## src/rtl/ic_write_buffer_if.sv

```systemverilog
// Push/pull and head-entry bundle between the IC register front end, the
// write buffer and the downstream dispatcher.
interface ic_write_buffer_if #(
    parameter int K = 10,
    parameter int N = 32,
    parameter int D = 8
);
    localparam int LOG2_K = $clog2(K);
    localparam int LOG2_D = $clog2(D);

    logic              Push;
    logic [LOG2_K-1:0] PushAddr;
    logic [N-1:0]      PushVal;
    logic              PushWrite;
    logic              PullEn;
    logic [LOG2_K-1:0] AddrBuffer;
    logic [N-1:0]      ValBuffer;
    logic              WriteOp;
    logic              IsEmpty;
    logic              IsFull;
    logic [LOG2_D:0]   Count;
    logic              Start;
    logic              Overflow;
    logic              Underflow;

    modport master (
        output Push, PushAddr, PushVal, PushWrite, PullEn,
        input  AddrBuffer, ValBuffer, WriteOp, IsEmpty, IsFull, Count,
               Start, Overflow, Underflow
    );

    modport slave (
        input  Push, PushAddr, PushVal, PushWrite, PullEn,
        output AddrBuffer, ValBuffer, WriteOp, IsEmpty, IsFull, Count,
               Start, Overflow, Underflow
    );
endinterface

```

## src/rtl/ic_write_buffer.sv

```systemverilog
// First-word-fall-through queue of pending IC register writes; the head entry
// is presented combinationally and Start pulses when work first appears.
module ic_write_buffer #(
    parameter int K = 10,
    parameter int N = 32,
    parameter int D = 8
) (
    input  logic               Clk,
    input  logic               Rst,
    input  logic               Pwr_off,
    ic_write_buffer_if.slave   bus
);
    localparam int LOG2_K = $clog2(K);
    localparam int LOG2_D = $clog2(D);
    localparam int CNT_W  = LOG2_D + 1;
    localparam int ENT_W  = 1 + LOG2_K + N;

    typedef enum logic {EMPTY, ACTIVE} state_t;

    logic [ENT_W-1:0]  mem [D];
    logic [LOG2_D-1:0] wp_reg, rp_reg;
    logic [CNT_W-1:0]  cnt_reg, cnt_next;
    state_t            state_reg, state_next;
    logic              start_reg, start_next;
    logic              ovf_reg, unf_reg;
    logic              run, is_empty, is_full, pull_acc, push_acc;
    logic [ENT_W-1:0]  head;

    // Power-off behaves exactly like reset, so both simply stop normal operation.
    assign run      = Rst && !Pwr_off;
    assign is_empty = (cnt_reg == '0);
    assign is_full  = (cnt_reg == CNT_W'(D));
    assign pull_acc = run && bus.PullEn && !is_empty;
    assign push_acc = run && bus.Push && (!is_full || pull_acc);

    always_comb begin
        cnt_next = cnt_reg;
        case ({push_acc, pull_acc})
            2'b10:   cnt_next = cnt_reg + 1'b1;
            2'b01:   cnt_next = cnt_reg - 1'b1;
            default: cnt_next = cnt_reg;
        endcase
    end

    // Start only fires leaving EMPTY; a refill in the same cycle as the last pull keeps ACTIVE.
    always_comb begin
        state_next = state_reg;
        start_next = 1'b0;
        case (state_reg)
            EMPTY: begin
                if (push_acc) begin
                    state_next = ACTIVE;
                    start_next = 1'b1;
                end
            end
            ACTIVE: begin
                if (pull_acc && !push_acc && cnt_reg == CNT_W'(1))
                    state_next = EMPTY;
            end
            default: state_next = EMPTY;
        endcase
    end

    always_ff @(posedge Clk) begin
        if (!Rst || Pwr_off) begin
            wp_reg    <= '0;
            rp_reg    <= '0;
            cnt_reg   <= '0;
            state_reg <= EMPTY;
            start_reg <= 1'b0;
            ovf_reg   <= 1'b0;
            unf_reg   <= 1'b0;
        end else begin
            if (push_acc) wp_reg <= wp_reg + 1'b1;
            if (pull_acc) rp_reg <= rp_reg + 1'b1;
            cnt_reg   <= cnt_next;
            state_reg <= state_next;
            start_reg <= start_next;
            if (bus.Push && !push_acc) ovf_reg <= 1'b1;
            if (bus.PullEn && is_empty) unf_reg <= 1'b1;
        end
    end

    always_ff @(posedge Clk) begin
        if (push_acc)
            mem[wp_reg] <= {bus.PushWrite, bus.PushAddr, bus.PushVal};
    end

    // Stale storage is never visible: the head is masked while empty.
    assign head           = is_empty ? '0 : mem[rp_reg];
    assign bus.WriteOp    = head[ENT_W-1];
    assign bus.AddrBuffer = head[N +: LOG2_K];
    assign bus.ValBuffer  = head[N-1:0];
    assign bus.IsEmpty    = is_empty;
    assign bus.IsFull     = is_full;
    assign bus.Count      = cnt_reg;
    assign bus.Start      = start_reg;
    assign bus.Overflow   = ovf_reg;
    assign bus.Underflow  = unf_reg;
endmodule

```

## src/flat_wrapper.sv

```systemverilog
// flat-port wrapper written by rule: the top's interface ports become plain ports
module ic_write_buffer_flat 
#(
    parameter int K = 10,
    parameter int N = 32,
    parameter int D = 8
)
  (Clk, Rst, Pwr_off, bus_Push, bus_PushAddr, bus_PushVal, bus_PushWrite, bus_PullEn, bus_AddrBuffer, bus_ValBuffer, bus_WriteOp, bus_IsEmpty, bus_IsFull, bus_Count, bus_Start, bus_Overflow, bus_Underflow);
  ic_write_buffer_if #(.K(K), .N(N), .D(D)) bus_i ();
  input  logic Clk;
  input  logic Rst;
  input  logic Pwr_off;
  input wire logic [$bits(bus_i.Push)-1:0] bus_Push;
  input wire logic [$bits(bus_i.PushAddr)-1:0] bus_PushAddr;
  input wire logic [$bits(bus_i.PushVal)-1:0] bus_PushVal;
  input wire logic [$bits(bus_i.PushWrite)-1:0] bus_PushWrite;
  input wire logic [$bits(bus_i.PullEn)-1:0] bus_PullEn;
  output wire logic [$bits(bus_i.AddrBuffer)-1:0] bus_AddrBuffer;
  output wire logic [$bits(bus_i.ValBuffer)-1:0] bus_ValBuffer;
  output wire logic [$bits(bus_i.WriteOp)-1:0] bus_WriteOp;
  output wire logic [$bits(bus_i.IsEmpty)-1:0] bus_IsEmpty;
  output wire logic [$bits(bus_i.IsFull)-1:0] bus_IsFull;
  output wire logic [$bits(bus_i.Count)-1:0] bus_Count;
  output wire logic [$bits(bus_i.Start)-1:0] bus_Start;
  output wire logic [$bits(bus_i.Overflow)-1:0] bus_Overflow;
  output wire logic [$bits(bus_i.Underflow)-1:0] bus_Underflow;
  assign bus_i.Push = bus_Push;
  assign bus_i.PushAddr = bus_PushAddr;
  assign bus_i.PushVal = bus_PushVal;
  assign bus_i.PushWrite = bus_PushWrite;
  assign bus_i.PullEn = bus_PullEn;
  assign bus_AddrBuffer = bus_i.AddrBuffer;
  assign bus_ValBuffer = bus_i.ValBuffer;
  assign bus_WriteOp = bus_i.WriteOp;
  assign bus_IsEmpty = bus_i.IsEmpty;
  assign bus_IsFull = bus_i.IsFull;
  assign bus_Count = bus_i.Count;
  assign bus_Start = bus_i.Start;
  assign bus_Overflow = bus_i.Overflow;
  assign bus_Underflow = bus_i.Underflow;
  ic_write_buffer #(.K(K), .N(N), .D(D)) u_core (.Clk(Clk), .Rst(Rst), .Pwr_off(Pwr_off), .bus(bus_i));
endmodule
```

## config.mk

```make
export PLATFORM = sky130hd
export DESIGN_NAME = ic_write_buffer_flat
export DESIGN_NICKNAME = d
export VERILOG_FILES = /design/src/rtl/ic_write_buffer_if.sv /design/src/rtl/ic_write_buffer.sv /design/src/flat_wrapper.sv
export SDC_FILE = /design/constraint.sdc
export NUM_CORES = 1
export LEC_CHECK = 0
export BUFFER_PORTS_ARGS = -buffer_cell sky130_fd_sc_hd__buf_2
export CELL_PAD_IN_SITES_DETAIL_PLACEMENT = 1
export CELL_PAD_IN_SITES_GLOBAL_PLACEMENT = 2
export CORE_AREA = 4 4 179 181
export DETAILED_ROUTE_END_ITERATION = 6
export DIE_AREA = 0 0 183 185
export MAX_ROUTING_LAYER = met4
export PLACE_DENSITY_LB_ADDON = 0.1
export REMOVE_ABC_BUFFERS = 1
export SKIP_CTS_REPAIR_TIMING = 1
export SYNTH_ARGS = -nofsm -noshare
export SYNTH_HDL_FRONTEND = slang
export SYNTH_SLANG_ARGS = --single-unit
```

## constraint.sdc

```tcl
create_clock -name Clk -period 13 [get_ports Clk]
set_input_delay 1.3 -clock Clk [delete_from_list [all_inputs] [get_ports Clk]]
set_output_delay 1.3 -clock Clk [all_outputs]
set_load 0.03 [all_outputs]
```

==> results of run 1 <==
## area by class of cell
class | instances | area [µm²] | share of cell area
Antenna cell | 4 | 10.01 | 0.0007115
Clock buffer | 41 | 919.6 | 0.06537
Clock inverter | 22 | 111.4 | 0.007915
Inverter | 8 | 30.03 | 0.002134
Multi-Input combinational cell | 225 | 2751 | 0.1956
Sequential cell | 313 | 9240 | 0.6568
Tap cell | 396 | 495.5 | 0.03522
Timing Repair Buffer | 97 | 510.5 | 0.03629
## cell usage after synthesis (all sizes together)
cell type,instances
a2111oi,1
a211oi,3
a21oi,5
a31oi,1
a41o,1
and3b,1
and4,1
buf,23
clkbuf,7
dfxtp,17
edfxtp,296
ha,5
inv,8
mux2i,40
mux4,74
nand2,5
nand2b,5
nand3,2
nand3b,3
nand4,1
nor2,52
nor3,9
nor3b,2
nor4bb,1
o21a,1
o21ai,4
o31ai,2
or3,1
or3b,1
xor2,4
## final timing paths
kind                               startpoint                          end  slack, ns
max                                 flip-flop            bus_ValBuffer[25]       8.48
min               u_core.state_reg$_SDFF_PP0_  u_core.bus.Start$_SDFF_PP0_       0.46
max reg2reg  u_core.bus.Count[0]$_SDFFE_PP0P_  u_core.mem[4][32]$_DFFE_PP_      10.24
min reg2reg       u_core.state_reg$_SDFF_PP0_  u_core.bus.Start$_SDFF_PP0_       0.46
## power groups by stage
stage / Sequential, µW / Combinational (µW) / Clock (µW)
floorplan: 1140 / 42.2 / 0
global placement: 1130 / 78.7 / 0
detailed placement: 1130 / 81.6 / 0
CTS: 1110 / 81.7 / 908
global route: 1110 / 87.9 / 960
finish: 1110 / 79.6 / 881
## placed cells by master, fill, tap and decap left out, types with 2 or more instances in the layout
| cell | Yosys | layout |
|---|---|---|
| edfxtp_1 | 296 | 296 |
| buf_2 | 12 | 87 |
| mux4_2 | 74 | 74 |
| nor2_1 | 52 | 46 |
| mux2i_1 | 39 | 39 |
| clkbuf_16 | 0 | 36 |
| dfxtp_1 | 17 | 14 |
| clkinv_1 | 0 | 13 |
| buf_4 | 2 | 10 |
| inv_1 | 7 | 7 |
| nor3_1 | 9 | 7 |
| nor2_4 | 0 | 6 |
| clkinv_2 | 0 | 6 |
| nand2b_1 | 5 | 5 |
| nand2_1 | 5 | 5 |
| a21oi_1 | 5 | 5 |
| ha_1 | 5 | 5 |
| clkbuf_1 | 7 | 5 |
| diode_2 | 0 | 4 |
| xor2_1 | 4 | 4 |
| o21ai_0 | 3 | 3 |
| dfxtp_4 | 0 | 3 |
| nand3b_1 | 2 | 2 |
| nor3_2 | 0 | 2 |
| nand3_1 | 2 | 2 |
| a211oi_2 | 2 | 2 |
| nor3b_1 | 2 | 2 |
| o31ai_1 | 2 | 2 |
## per-stage QoR
step           instance area [µm²]  hold WS [ns]  utilization  setup slack [ns]  power (µW)
2_1_floorplan                11960        0.4253            -             7.521        1179
3_3_place_gp                 13030        0.4505       0.4281             8.855        1212
3_5_place_dp                 13030        0.4570       0.4281             8.855        1215
4_1_cts                      14060        0.4657       0.4620             8.309        2102
5_1_grt                      14060        0.4918       0.4622             8.117        2160
6_report                     14070        0.4581       0.4623             8.482        2072
## per-layer routing
| layer | vias to the layer above | global-route usage |
|---|---|---|
| met1 | 3030 | 0.2100 |
| met2 | 107 | 0.2706 |
| li1 | 2566 | - |
| met5 | - | - |
| met4 | 0 | 0.03278 |
| met3 | 37 | 0.03299 |
## critical path: stages, from the launching register on
cell     delay, ns
dfxtp_4       0.74
buf_4         0.83
mux4_2        0.60
mux2i_1       0.17
nor2_1        0.09
buf_2         0.20
## logic make-up after synthesis
group | synth area share
adder cells (fa/ha/maj) | 0.005171
AND/OR/NAND/NOR | 0.03248
multiplexers | 0.1719
buffers and inverters | 0.01427
AO/OA/AOI/OAI | 0.01044
XOR/XNOR | 0.002896
flip-flops | 0.7629
==> results.cfg, run 1 <==
[clock_tree]
cts_buffers = 35
clk_path_buf_depth = 3
cts.htree.levels = 2
clk_pin_slew_worst_paths_ns = 0.06
cts_tree = built
clk_latency_ns = 0.51
cts_sinks = 313
cts-root-buf = clkbuf_16

[layout]
finalNonFillerCells = 1106
final_nets = 727
syn2layout_area_growth_pct = 16.29
fillers = 2841
layout-drive-gt1-share = 0.3300
largest_reg_flops = 296
top_register = u_core.mem

[placed_design]
dp_hpwl_um = 13390
dp.cells = 1039
io_buffers = 87
gp_congestion = 0.7053

[timing]
setup-tns-final_ns = 0
relSlewSlack = 0.2289
period_share = 0.3476
period_minus_slack_ns = 4.518
hold_violations = 0
clock.fmax_ghz = 0.2213
clock_skew_ns = 0.01613
maxSlewViolCount = 0
tightest_slew_ns = 1.157
rsz0062_at_grt = no
final-setup-viol-count = 0

[grt]
grt_max_degree = 75
grt_antenna_before_repair = 2
grt_pass1_vias = 6497
grt_pass1_wl_um = 40060
grt_util_all_layers = 0.1622
overflow = 0

[critical_path]
crit_required_ns = 11.70
crit_path_end_kind = output port
r2r_cells = 7
cp_max_fo = 46
crit_arrival_ns = 3.22
start_kind = flip-flop
crit_type = reg -> out

[synth]
synth_area_um2 = 12100
synth_area_leaders = edfxtp_1 (73%), mux4_2 (14%), mux2i_1 (3.2%)
seq_area_frac_synth = 0.7629
ys_types = 38
synth_top_area_cell = edfxtp_1
syn_area_per_cell_um2 = 21.00
yosys_warnings = 0
syn_inst = 576
synth_top_area_frac = 0.7347
synth-seq-cells = 313

[routing]
wl_met1_um = 11190
num_vias = 5740
wirelength_um = 25850
first_pass_iters = 6
drt-vias-per-instance = 5.190
drt_iter0_markers = 313
wire_per_inst_um = 23.37
drc_errors = 0
wl_met3_um = 1130
top_layer_used = met4
wl_met2_um = 13100
ant_nets = 0

[power_and_ir_drop]
p_seq_frac = 0.537
p_int_uw = 1640
power.density_nw_per_um2 = 147.3
power.switching_uw = 432.1
comb_power_share = 0.038
p_clk_frac = 0.425
ir_drop_mv = 0.1162
power.leakage_uw = 0.004480
switching_share = 0.2085

[floorplan]
core_area_um2 = 30430
dieArea_um2 = 33860
fp.dieH_um = 185
io_pins = 88
die_x_um = 183
initial_utilization = 0.3976
rows = 64

[worst_hold_path]
holdPathStages = 1
hp-class = reg -> reg

[flow_run]
cap_violations = 0

[status]
status = completed
No activity file was read; power rests on OpenSTA's default activity.
==> run 2: changes to the inputs <==
- clock period: 13 -> 4.3 ns (I/O delays scaled with it)
==> run 2 against run 1 <==
Global-route usage is 0.52 points lower. Hold slack worse by 0.26 ns. Flip-flop and latch count stayed put. Core utilization is 0.41 points higher. Largest power group unchanged. Clock-buffer cell count is 5 higher. Worst setup slack worse by 7.6 ns. Critical endpoint is now bus_ValBuffer[17]. Sequential power grew to 3.0 times the previous value. Clock power grew to 3.1 times the previous value. Register-to-register slack worse by 8.7 ns. Largest cell class unchanged. Die area stayed put.
==> results.cfg, run 2 (synthesis gave the netlist of run 1 again) <==
[floorplan]
fp.dieH_um = 185
rows = 64
die_x_um = 183
initial_utilization = 0.3976
io_pins = 88
dieArea_um2 = 33860
core_area_um2 = 30430

[layout]
layout_commonest_cell = edfxtp_1
final_nets = 731
layout-drive-gt1-share = 0.3314
fillers = 2840
top_register = u_core.mem
multi_input_area_um2 = 2751
layout_common_cells = edfxtp_1 (296), buf_2 (87), mux4_2 (74)
final-seq-area_um2 = 9240
largest_reg_flops = 296
syn2layout_area_growth_pct = 17.32

[routing]
first_pass_iters = 5
drc_errors = 0
num_vias = 5768
drt-vias-per-instance = 5.225
wire_per_inst_um = 23.00
wirelength_um = 25390
drt_iter0_markers = 296
ant_nets = 0

[clock_tree]
cts-root-buf = clkbuf_16
clk_path_buf_depth = 3
clk_latency_ns = 0.49
cts_tree = built
cts_buffers = 34
clk_pin_slew_worst_paths_ns = 0.06
cts.htree.levels = 2
cts_sinks = 313

[power_and_ir_drop]
ir_drop_mv = 0.3016
power.density_nw_per_um2 = 447.9
power.leakage_uw = 0.004527
power_uw = 6358

[status]
status = completed

[timing]
rsz0062_at_grt = no
clock_skew_ns = 0.008309
maxSlewViolCount = 0
hold_violations = 0
period_share = 0.7973
relSlewSlack = 0.3702
final-setup-viol-count = 0
tightest_slew_ns = 0.9433
period_minus_slack_ns = 3.428
clock.fmax_ghz = 0.2917
worst_slack_ns = 0.8718

[placed_design]
dp_hpwl_um = 14260
io_buffers = 87
dpl_worst_slack_ns = 1.342
gp_congestion = 0.7394

[grt]
grtUsageMet3 = 0.03339
overflow = 0
grt_pass1_wl_um = 39070
grtUsageMet2 = 0.2626
grt_antenna_before_repair = 2
grt.busiest_layer = met2
grt_util_all_layers = 0.1571
grt_max_degree = 52
grt_pass1_vias = 6445
grt_use_met1 = 0.2005

[flow_run]
cap_violations = 0

[worst_hold_path]
hp-class = in -> reg

[critical_path]
start_kind = flip-flop
crit_arrival_ns = 3.00
crit_type = reg -> out
cp_max_fo = 42
crit_required_ns = 3.87
crit_path_end_kind = output port
-- run 2: worst paths after layout --
path | startpoint | endpoint | slack (ns) | cells past startpoint
max | u_core.bus.Count[1]$_SDFFE_PP0P_ | bus_ValBuffer[17] | 0.87 | 6
min | bus_PushAddr[1] | u_core.mem[3][33]$_DFFE_PP_ | 0.20 | 1
min reg2reg | u_core.state_reg$_SDFF_PP0_ | u_core.bus.Start$_SDFF_PP0_ | 0.47 | 1
max reg2reg | u_core.bus.Count[0]$_SDFFE_PP0P_ | u_core.mem[1][24]$_DFFE_PP_ | 1.58 | 7
-- run 2: critical path, stage by stage, from the launching register on --
cell and delay, ns:
dfxtp_1 0.36, inv_1 0.12, ha_1 0.27, or3b_1 0.54, inv_2 0.75, nor2_1 0.21
buf_2 0.25
-- run 2: cell type report --
type,instances,area share
multi-input cells,225,0.1938
diodes,2,0.0003526
clock inverters,12,0.009256
clock buffers,46,0.06462
flip-flops and latches,313,0.6510
inverters,8,0.002116
well taps,396,0.03491
repair buffers,102,0.04390
-- run 2: power by group --
group	internal [µW]	total [µW]	switching, µW
Clock	1670	2760	1090
Combinational	80.6	241	160
Sequential	3350	3360	9.61
Total	5100	6360	1260
-- run 2: through the flow --
stage	TNS, ns	cell area, µm²	utilization	hold slack (ns)	cells
after detailed placement	0	13140	0.4318	0.4645	1044
after CTS	0	14190	0.4663	0.1753	1102
final	0	14190	0.4664	0.1964	1104
after global placement	0	13140	0.4318	0.4484	1044
after global routing	0	14190	0.4664	0.1916	1104
after floorplan	-23.20	11960	-	0.4253	546
-- run 2: routing by layer --
metal | vias to the layer above | wire length [µm]
li1 | 2564 | -
met1 | 3048 | 10900
met2 | 127 | 12860
met3 | 29 | 1231
met4 | 0 | 391
met5 | - | 0
